**src/rtl/conv_seq_pkg.sv**
```systemverilog
// conv_seq_pkg: shared types and constants for the 3x3 convolution sequencer.
//   seq_state_t  : sequencer FSM states
//   CTRL_*       : kernel ctrl bus encodings for the LOADW / LO / HI phases
//   seq_tag_t    : per-cycle tag that travels alongside the kernel latency
//   loadw_nibble : selects which PE weight is on the row bus in a LOADW cycle
package conv_seq_pkg;

    typedef enum logic [2:0] {
        S_IDLE  = 3'd0,
        S_LOADW = 3'd1,
        S_LO    = 3'd2,
        S_HI    = 3'd3,
        S_DRAIN = 3'd4,
        S_FIN   = 3'd5
    } seq_state_t;

    localparam logic [3:0] CTRL_LOADW = 4'b0001;
    localparam logic [3:0] CTRL_LO    = 4'b0010;
    localparam logic [3:0] CTRL_HI    = 4'b0100;

    localparam int LOADW_CYC   = 5;
    localparam int MIN_WIN_IDX = 2;

    // Wide enough for any practical row length; the top zero-extends its index.
    localparam int TAG_IDX_W = 16;

    typedef struct packed {
        logic                 valid;
        logic                 phase;  // 0 = LSB byte, 1 = MSB byte
        logic [TAG_IDX_W-1:0] idx;
    } seq_tag_t;

    // Weights shift through the PE chain, so the far PE (PE3) is sent first.
    function automatic logic [3:0] loadw_nibble(input logic [11:0] w, input logic [2:0] cyc);
        if (cyc < 3'd2)      return w[11:8];
        else if (cyc < 3'd4) return w[7:4];
        else                 return w[3:0];
    endfunction

endpackage

```
**src/rtl/conv_seq_tag_pipe.sv**
```systemverilog
// conv_seq_tag_pipe: DEPTH-stage tag delay line matching the kernel latency.
//   clk      : clock
//   rst      : synchronous active-high reset
//   clr      : synchronous clear (start of frame)
//   push_tag : tag entering this cycle (one push every cycle)
//   tail     : tag that entered DEPTH cycles ago
//   empty    : no valid tag anywhere in the line
module conv_seq_tag_pipe
    import conv_seq_pkg::*;
#(
    parameter int DEPTH = 7
) (
    input  logic     clk,
    input  logic     rst,
    input  logic     clr,
    input  seq_tag_t push_tag,
    output seq_tag_t tail,
    output logic     empty
);

    seq_tag_t stage [DEPTH];

    always_ff @(posedge clk) begin
        if (rst || clr) begin
            for (int i = 0; i < DEPTH; i++) stage[i] <= '0;
        end else begin
            stage[0] <= push_tag;
            for (int i = 1; i < DEPTH; i++) stage[i] <= stage[i-1];
        end
    end

    always_comb begin
        empty = 1'b1;
        for (int i = 0; i < DEPTH; i++)
            if (stage[i].valid) empty = 1'b0;
    end

    assign tail = stage[DEPTH-1];

endmodule

```
**src/rtl/conv3x3_sequencer.sv**
```systemverilog
// conv3x3_sequencer: control sequencer for the bit-serial 3x3 systolic kernel.
// Loads 9 weights, streams pixel triples as LO/HI byte phases, drives the
// kernel ctrl bus and rebuilds 16-bit window sums from the byte-serial result.
// Ports:
//   clk, rst             : clock, synchronous active-high reset
//   start                : begin a frame (IDLE only)
//   w_row1..3            : per-row weights {PE3,PE2,PE1}, each {negate, shift[2:0]}
//   px_valid/px_ready    : pixel triple handshake, px1..3 pixel per row
//   pe_in1..3, pe_ctrl   : kernel row inputs and ctrl {carry, hold-x, LSB, StoreW}
//   pe_res               : kernel result byte
//   y_valid/y_data/y_index : assembled window sum and its rightmost column
//   busy, done, err      : frame status; err is a sticky pixel-underrun flag
//   stall_cnt            : underrun cycle count, only with CONV_SEQ_STALL_CNT_EN
// Build option: define CONV_SEQ_STALL_CNT_EN to add the stall_cnt output.
module conv3x3_sequencer
    import conv_seq_pkg::*;
#(
    parameter int N_PIX   = 16,
    parameter int RES_LAT = 7
) (
    input  logic                     clk,
    input  logic                     rst,
    input  logic                     start,
    input  logic [11:0]              w_row1,
    input  logic [11:0]              w_row2,
    input  logic [11:0]              w_row3,
    input  logic                     px_valid,
    output logic                     px_ready,
    input  logic [7:0]               px1,
    input  logic [7:0]               px2,
    input  logic [7:0]               px3,
    output logic [7:0]               pe_in1,
    output logic [7:0]               pe_in2,
    output logic [7:0]               pe_in3,
    output logic [3:0]               pe_ctrl,
    input  logic [7:0]               pe_res,
    output logic                     y_valid,
    output logic [15:0]              y_data,
    output logic [$clog2(N_PIX)-1:0] y_index,
    output logic                     busy,
    output logic                     done,
`ifdef CONV_SEQ_STALL_CNT_EN
    output logic [15:0]              stall_cnt,
`endif
    output logic                     err
);

    localparam int IDX_W = $clog2(N_PIX);

    seq_state_t       state;
    logic [2:0]       ld_cnt;
    logic [IDX_W-1:0] idx;
    logic [11:0]      w1_q, w2_q, w3_q;
    logic [7:0]       px1_q, px2_q, px3_q;
    logic             drn_ph;
    logic [7:0]       lo_byte;
    logic [3:0]       ctrl_base;
    logic             start_acc;
    seq_tag_t         push_tag, tail;
    logic             pipe_empty;

    assign start_acc = (state == S_IDLE) && start;

    // ---------------------------------------------------------------- FSM
    always_ff @(posedge clk) begin
        if (rst) begin
            state  <= S_IDLE;
            ld_cnt <= '0;
            idx    <= '0;
            w1_q   <= '0;
            w2_q   <= '0;
            w3_q   <= '0;
            px1_q  <= '0;
            px2_q  <= '0;
            px3_q  <= '0;
            drn_ph <= 1'b0;
            err    <= 1'b0;
        end else begin
            case (state)
                S_IDLE: if (start) begin
                    w1_q   <= w_row1;
                    w2_q   <= w_row2;
                    w3_q   <= w_row3;
                    err    <= 1'b0;
                    ld_cnt <= '0;
                    idx    <= '0;
                    state  <= S_LOADW;
                end
                S_LOADW: begin
                    if (ld_cnt == 3'(LOADW_CYC - 1)) state <= S_LO;
                    else                             ld_cnt <= ld_cnt + 3'd1;
                end
                S_LO: begin
                    // Underrun never stalls the frame: a zero pixel goes in instead.
                    px1_q <= px_valid ? px1 : 8'h00;
                    px2_q <= px_valid ? px2 : 8'h00;
                    px3_q <= px_valid ? px3 : 8'h00;
                    if (!px_valid) err <= 1'b1;
                    state <= S_HI;
                end
                S_HI: begin
                    if (idx == IDX_W'(N_PIX - 1)) begin
                        drn_ph <= 1'b0;
                        state  <= S_DRAIN;
                    end else begin
                        idx   <= idx + 1'b1;
                        state <= S_LO;
                    end
                end
                S_DRAIN: begin
                    if (pipe_empty) state <= S_FIN;
                    else            drn_ph <= ~drn_ph;
                end
                S_FIN:   state <= S_IDLE;
                default: state <= S_IDLE;
            endcase
        end
    end

`ifdef CONV_SEQ_STALL_CNT_EN
    always_ff @(posedge clk) begin
        if (rst || start_acc)
            stall_cnt <= '0;
        else if (state == S_LO && !px_valid && stall_cnt != 16'hFFFF)
            stall_cnt <= stall_cnt + 16'd1;
    end
`endif

    // ------------------------------------------------------ kernel drive
    always_comb begin
        ctrl_base = 4'b0000;
        pe_in1    = 8'h00;
        pe_in2    = 8'h00;
        pe_in3    = 8'h00;
        px_ready  = 1'b0;
        case (state)
            S_LOADW: begin
                ctrl_base = CTRL_LOADW;
                pe_in1    = {4'h0, loadw_nibble(w1_q, ld_cnt)};
                pe_in2    = {4'h0, loadw_nibble(w2_q, ld_cnt)};
                pe_in3    = {4'h0, loadw_nibble(w3_q, ld_cnt)};
            end
            S_LO: begin
                ctrl_base = CTRL_LO;
                px_ready  = 1'b1;
                pe_in1    = px_valid ? px1 : 8'h00;
                pe_in2    = px_valid ? px2 : 8'h00;
                pe_in3    = px_valid ? px3 : 8'h00;
            end
            S_HI: begin
                ctrl_base = CTRL_HI;
                pe_in1    = px1_q;
                pe_in2    = px2_q;
                pe_in3    = px3_q;
            end
            S_DRAIN: ctrl_base = drn_ph ? CTRL_HI : CTRL_LO;
            default: ;
        endcase
    end

    // Bit 3 tells the kernel the byte leaving it is the MSB and needs the LSB carry.
    assign pe_ctrl = {tail.valid & tail.phase & (state != S_LOADW), ctrl_base[2:0]};
    assign busy    = (state == S_LOADW) || (state == S_LO) || (state == S_HI) || (state == S_DRAIN);
    assign done    = (state == S_FIN);

    // --------------------------------------------------------- tag pipe
    always_comb begin
        push_tag = '0;
        if (state == S_LO) push_tag = '{valid: 1'b1, phase: 1'b0, idx: TAG_IDX_W'(idx)};
        if (state == S_HI) push_tag = '{valid: 1'b1, phase: 1'b1, idx: TAG_IDX_W'(idx)};
    end

    conv_seq_tag_pipe #(.DEPTH(RES_LAT)) u_tag_pipe (
        .clk      (clk),
        .rst      (rst),
        .clr      (start_acc),
        .push_tag (push_tag),
        .tail     (tail),
        .empty    (pipe_empty)
    );

    // ----------------------------------------------------- result build
    always_ff @(posedge clk) begin
        if (rst) begin
            lo_byte <= '0;
            y_valid <= 1'b0;
            y_data  <= '0;
            y_index <= '0;
        end else begin
            y_valid <= 1'b0;
            if (tail.valid && !tail.phase) lo_byte <= pe_res;
            // Columns 0 and 1 only see a partial window, so they are not published.
            if (tail.valid && tail.phase && tail.idx >= TAG_IDX_W'(MIN_WIN_IDX)) begin
                y_valid <= 1'b1;
                y_data  <= {pe_res, lo_byte};
                y_index <= tail.idx[IDX_W-1:0];
            end
        end
    end

endmodule

```
**config.mk**
```make
export PLATFORM = sky130hd
export DESIGN_NAME = conv3x3_sequencer
export DESIGN_NICKNAME = d
export VERILOG_FILES = /design/src/rtl/conv_seq_pkg.sv /design/src/rtl/conv_seq_tag_pipe.sv /design/src/rtl/conv3x3_sequencer.sv
export SDC_FILE = /design/constraint.sdc
export NUM_CORES = 1
export LEC_CHECK = 0
export CAP_MARGIN = 10
export CORE_AREA = 2 2 108 110
export CTS_CLUSTER_SIZE = 14
export DETAILED_ROUTE_END_ITERATION = 7
export DIE_AREA = 0 0 110 112
export HOLD_SLACK_MARGIN = 0.06
export PLACE_DENSITY = 0.8
export SLEW_MARGIN = 10
export SYNTH_ARGS = -nofsm -noshare
export SYNTH_HDL_FRONTEND = slang
export SYNTH_SLANG_ARGS = --single-unit
```
**constraint.sdc**
```tcl
create_clock -name clk -period 3.4 [get_ports clk]
set_input_delay 0.68 -clock clk [delete_from_list [all_inputs] [get_ports clk]]
set_output_delay 0.68 -clock clk [all_outputs]
set_load 0.1 [all_outputs]
```
# == Word-level counts from Yosys, hierarchy flattened ==
# Memory sizes are Yosys's and may differ from the RTL's.
# Index checks and enable logic that the tools add are counted.
# totals
ram_bits,126
register_bits,101
output_inout_bits,53
n_memories,1
# classes
eq_ne,16
mux,52
addsub,2
bitwise,10
n_lt_le_gt_ge,3
reduce_logical,20
# mem_list
memory,depth,word_bits,read_ports,rd_ports_with_merged_regs,wr,line,rtl
u_tag_pipe.stage,7,18,7,0,7,conv_seq_tag_pipe.sv:21,seq_tag_t stage [DEPTH];
# op_table
op,count
18-bit two-way mux,9
8-bit case mux with 3 select lines,3
4-bit two-way mux,8
8-bit two-way mux,3
3-bit two-way mux,7
"16-bit by 2-bit greater-or-equal comparator with 1-bit output, second input constant",1
1-bit two-way mux,16
"2-bit inequality test, second input constant",8
3-bit case mux with 5 select lines,1
3-bit AND reduction,5
3-bit case mux with 4 select lines,1
"3-bit equality test, second input constant",3
4-bit case mux with 2 select lines,1
2-bit nonzero test,4
1-bit OR,7
"3-bit by 2-bit equality test with 1-bit output, second input constant",2
3-bit case mux with 2 select lines,1
"4-bit by 1-bit adder with 4-bit output, second input constant",1
"4-bit equality test, second input constant",1
1-bit logical AND,4
1-bit logical OR,4
1-bit case mux with 2 select lines,2
"3-bit by 1-bit adder with 3-bit output, second input constant",1
"3-bit by 1-bit equality test with 1-bit output, second input constant",1
other kinds (8),9

# == Longest topological paths before layout ==
# Gate-level depths: netlist (run 1).
# An unclocked memory read counts as a cell.
# depth
ltp_word,10
mapped_depth,6
mapped_depth_nobuf,4

# == Hierarchy ==
# From an unflattened synthesis (run 1), not the netlist that was laid out.
# hier_totals
cells_unflattened,804
hier_area_um2,7912.6
# by_module_without_submodules
mod,area_each_um2,cells_each,instances
conv3x3_sequencer,4508.1,536,1
conv_seq_tag_pipe,3404.5,268,1

# == Worst setup path before layout (run 1) ==
# Ideal clock, no wire load.
# synth_path
path_type,flip-flop to output port
startpoint,register ld_cnt[1]
endpoint,output port pe_in1[0]
stages_incl_launch_ff,5
arrival_ns,3.133
slack_ns,-0.413
path_cell_list,dfxtp_1 clkbuf_1 mux2_2 mux2i_1 o21ai_0
# synth_via
elab_chain_cells,4
# synth_lines
item,line,rtl
from (decl),conv3x3_sequencer.sv:51,logic [2:0] ld_cnt;
from (signal assigned),conv3x3_sequencer.sv:91,else ld_cnt <= ld_cnt + 3'd1;
3-bit less-than comparator,conv_seq_pkg.sv:36,else if (cyc < 3'd4) return w[7:4];
4-bit two-way mux,conv_seq_pkg.sv:36,
4-bit two-way mux (*),conv_seq_pkg.sv:35,if (cyc < 3'd2) return w[11:8];
8-bit case mux with 3 select lines (*),conv3x3_sequencer.sv:136,case (state)
to (decl),conv3x3_sequencer.sv:32,"output logic [7:0] pe_in1,"
# Mark *: on every way between the ends. The rest lies on a longest branch, timed or not.

# == Worst setup path in the final report (run 1) ==
# layout_path
startpoint,register state[0]
endpoint,output port pe_in2[7]
# layout_via
elab_chain_cells,2
# layout_lines
item,line,rtl
from (decl),conv3x3_sequencer.sv:50,seq_state_t state;
from (signal assigned),conv3x3_sequencer.sv:67,state <= S_IDLE;
from (signal assigned),conv3x3_sequencer.sv:87,state <= S_LOADW;
from (signal assigned),conv3x3_sequencer.sv:90,if (ld_cnt == 3'(LOADW_CYC - 1)) state <= S_LO;
3-bit by 2-bit equality test with 1-bit output / 3-bit by 1-bit equality test with 1-bit output (equally long branches),conv3x3_sequencer.sv:136,
8-bit case mux with 3 select lines (*),conv3x3_sequencer.sv:136,
to (decl),conv3x3_sequencer.sv:33,"output logic [7:0] pe_in2,"
# Marked as above.

==> results of run 1 <==
cells by family (layout without fill, tap and decap cells):
family          after synthesis  count (layout)  synth area share (%)
compound gates              130             130                  14.1
xor+xnor                      1               1                 0.161
fa+ha+maj                     2               2                 0.461
buf+inv                      58             172                  4.54
flops                       143             143                  52.7
mux                          32              32                  6.17
simple gates                258             258                  21.9
power groups by stage:
stage	clock (mW)	sequential, mW	combinational (mW)
global route	1.81	1.76	0.550
global placement	0	1.79	0.507
floorplan	0	1.78	0.317
finish	1.69	1.76	0.516
detailed placement	0	1.79	0.514
CTS	1.73	1.76	0.516
layout make-up:
cell class	count	area, um2	area share (%)
flip-flops and latches	143	2860	38.2
multi-input cells	423	2360	31.4
repair buffers	132	1520	20.3
clock buffers	17	425	5.67
well taps	143	179	2.39
clock inverters	15	128	1.70
inverters	8	30.0	0.400
cells in the mapped netlist (all sizes together) (2+ instances only):
| cell type | count |
|---|---|
| nor3 | 4 |
| nand2 | 156 |
| nor2 | 29 |
| clkbuf | 28 |
| a21oi | 71 |
| nor2b | 3 |
| and3 | 38 |
| o211ai | 2 |
| a22oi | 24 |
| buf | 22 |
| o21ai | 20 |
| dfxtp | 143 |
| or3b | 3 |
| inv | 8 |
| or3 | 2 |
| a32oi | 3 |
| ha | 2 |
| mux2i | 20 |
| nand3 | 4 |
| and2 | 5 |
| nand3b | 2 |
| nor4 | 3 |
| and4b | 2 |
| mux2 | 12 |
worst max-delay path, stage by stage, from the launching register on:
cell and delay [ps]:
dfxtp_1 690, and3b_1 790, buf_4 300, nand2_1 70, nand2_1 110, buf_12 180
worst paths after layout:
path                                               start  slack [ps]  cells after the start    endpoint
worst max-delay path                            state[0]         160                      5   pe_in2[7]
worst min-delay path            u_tag_pipe.stage[0][108]         450                      2  y_index[0]
worst max register to register                  state[0]        1300                      3   ld_cnt[0]
worst min register to register  u_tag_pipe.stage[0][108]         450                      2  y_index[0]
registers in the layout (all words and copies together), names as in the netlist, 4 cells and up:
register	count
u_tag_pipe.stage	42
y_index	4
lo_byte	8
px3_q	8
w1_q	12
px2_q	8
idx	4
y_data	16
w2_q	12
w3_q	12
px1_q	8
metal layers:
layer,wire [um],vias to the layer above,global-route usage [%]
met2,6490,142,34.2
li1,-,2335,-
met5,0,-,0
met4,289,0,8.27
met3,683,22,5.09
met1,5690,2216,27.8
metrics by stage:
stage	hold slack [ps]	instances	utilization, %	TNS, ps	power, mW
6_report	449	881	67.1	0	3.96
5_1_grt	464	881	67.1	0	4.12
4_1_cts	455	881	67.0	0	4.00
3_5_place_dp	435	849	62.1	0	2.31
3_3_place_gp	426	849	62.1	0	2.30
2_1_floorplan	417	624	-	-1650	2.10
==> impl_metrics.yaml, run 1 <==
status:
  status: "completed"
clock_tree:
  cts_hold_buf: 0
  cts_max_level: 4
  clkLatencyLatePin_ps: 410
  clk_pin_slew_ps: 60
  numCtsBuffers: 17
  clkSinkCount: 143
  cts_root_buf: "clkbuf_16"
  cts-resized-gates: 0
  cts_tree: "yes"
  clock_path_buffers: 2
  cts_setup_buffers: 0
power_and_ir_drop:
  p_sw_mw: 1.09
  p_comb_share_pct: 13.0
  powerDensity_mw_per_mm2: 529
  leakagePower_nw: 2.92
  vdd_ir_drop_max_uv: 341
  pwr-share-seq_pct: 44.3
  clock_power_share_pct: 42.6
  netSwitchingFraction_pct: 27.5
  p_int_mw: 2.87
grt:
  globalRouteOverflowTotal: 0
  antenna_found_initial: 0
  track_usage_pct: 21.4
  grt_start_max_net_pins: 98
  grt_pass1_vias: 4378
  grt_first_pass_wirelength_um: 20900
timing:
  period_share_pct: 95.3
  relSlewSlack_pct: 34.4
  fmax_mhz: 309
  hold_violations: 0
  setup_viol: 0
  tightest_slew_ps: 985
  grt_setup_unrepaired: "no"
  setup_ws_ps: 161
  clock_skew_ps: 10.1
  finalMaxSlewViolations: 0
  fin_crit_ps: 3240
critical_path:
  crit_path_max_fanout: 20
  crit_path_start_kind: "register"
  crit_required_ps: 2720
  crit_type: "register to primary output"
  arrival_ps: 2560
  end_kind: "primary output"
yosys:
  synth_top_cell_area_share_pct: 52.7
  syn_nets: 698
  synth-seq-cells: 143
  synth_cells: 624
  synth_seq_area_share_pct: 52.7
  ys_types: 46
  synth_area_leader_cell: "dfxtp_1"
  async_flop_share_pct: 0
  syn_avg_cell_area_um2: 8.71
  synth_edf_count: 0
  yosys-top-cells-area: "dfxtp_1 53%, nand2_1 11%, a21oi_1 6.4%, and3_1 4.4%, mux2i_1 3.7%"
  ys_warn_count: 0
  syn-cell-area_mm2: 0.00543
  synthFlopType: "dfxtp_1"
detailed_routing:
  wl_per_cell_um: 14.9
  dr.pass1.iters: 5
  via_per_inst: 5.35
  drtAntennaViolNets: 0
  drc: 0
  vias: 4715
  drt_iter0_drc: 415
  wl_um: 13200
floorplanning:
  start_util_pct: 48.6
  num_rows: 39
  coreArea_mm2: 0.0112
  ios: 125
  die_height_um: 112
  die_area_mm2: 0.0123
  die_w_um: 110
final_layout:
  final_cell_mix: "156 x nand2_1, 143 x dfxtp_1, 87 x clkdlybuf4s50_1, 70 x a21oi_1, 38 x and3_1"
  n_fill_cell: 870
  finalInstanceArea_mm2: 0.00750
  layout_commonest_cell: "nand2_1"
  drive_above_1_share_pct: 13.0
  syn_to_final_growth_pct: 38.0
  antenna_cells: 0
  finalNetCount: 799
placed_design:
  io_buffers: 124
  placed_cell_area_mm2: 0.00694
  place_ws_ps: 336
  place_hpwl_um: 8940
  place.gp.congestion: 0.860
flow_run:
  drv_cap: 0
min_path:
  hold_class: "register to register"
(Power assumes the default switching activity.)
==> run 2: changes to the inputs <==
Settings changed: HOLD_SLACK_MARGIN 0.06 to default.
==> results of run 2 <==
Same layout as run 1: the final DEF is identical, and so are final timing and power.
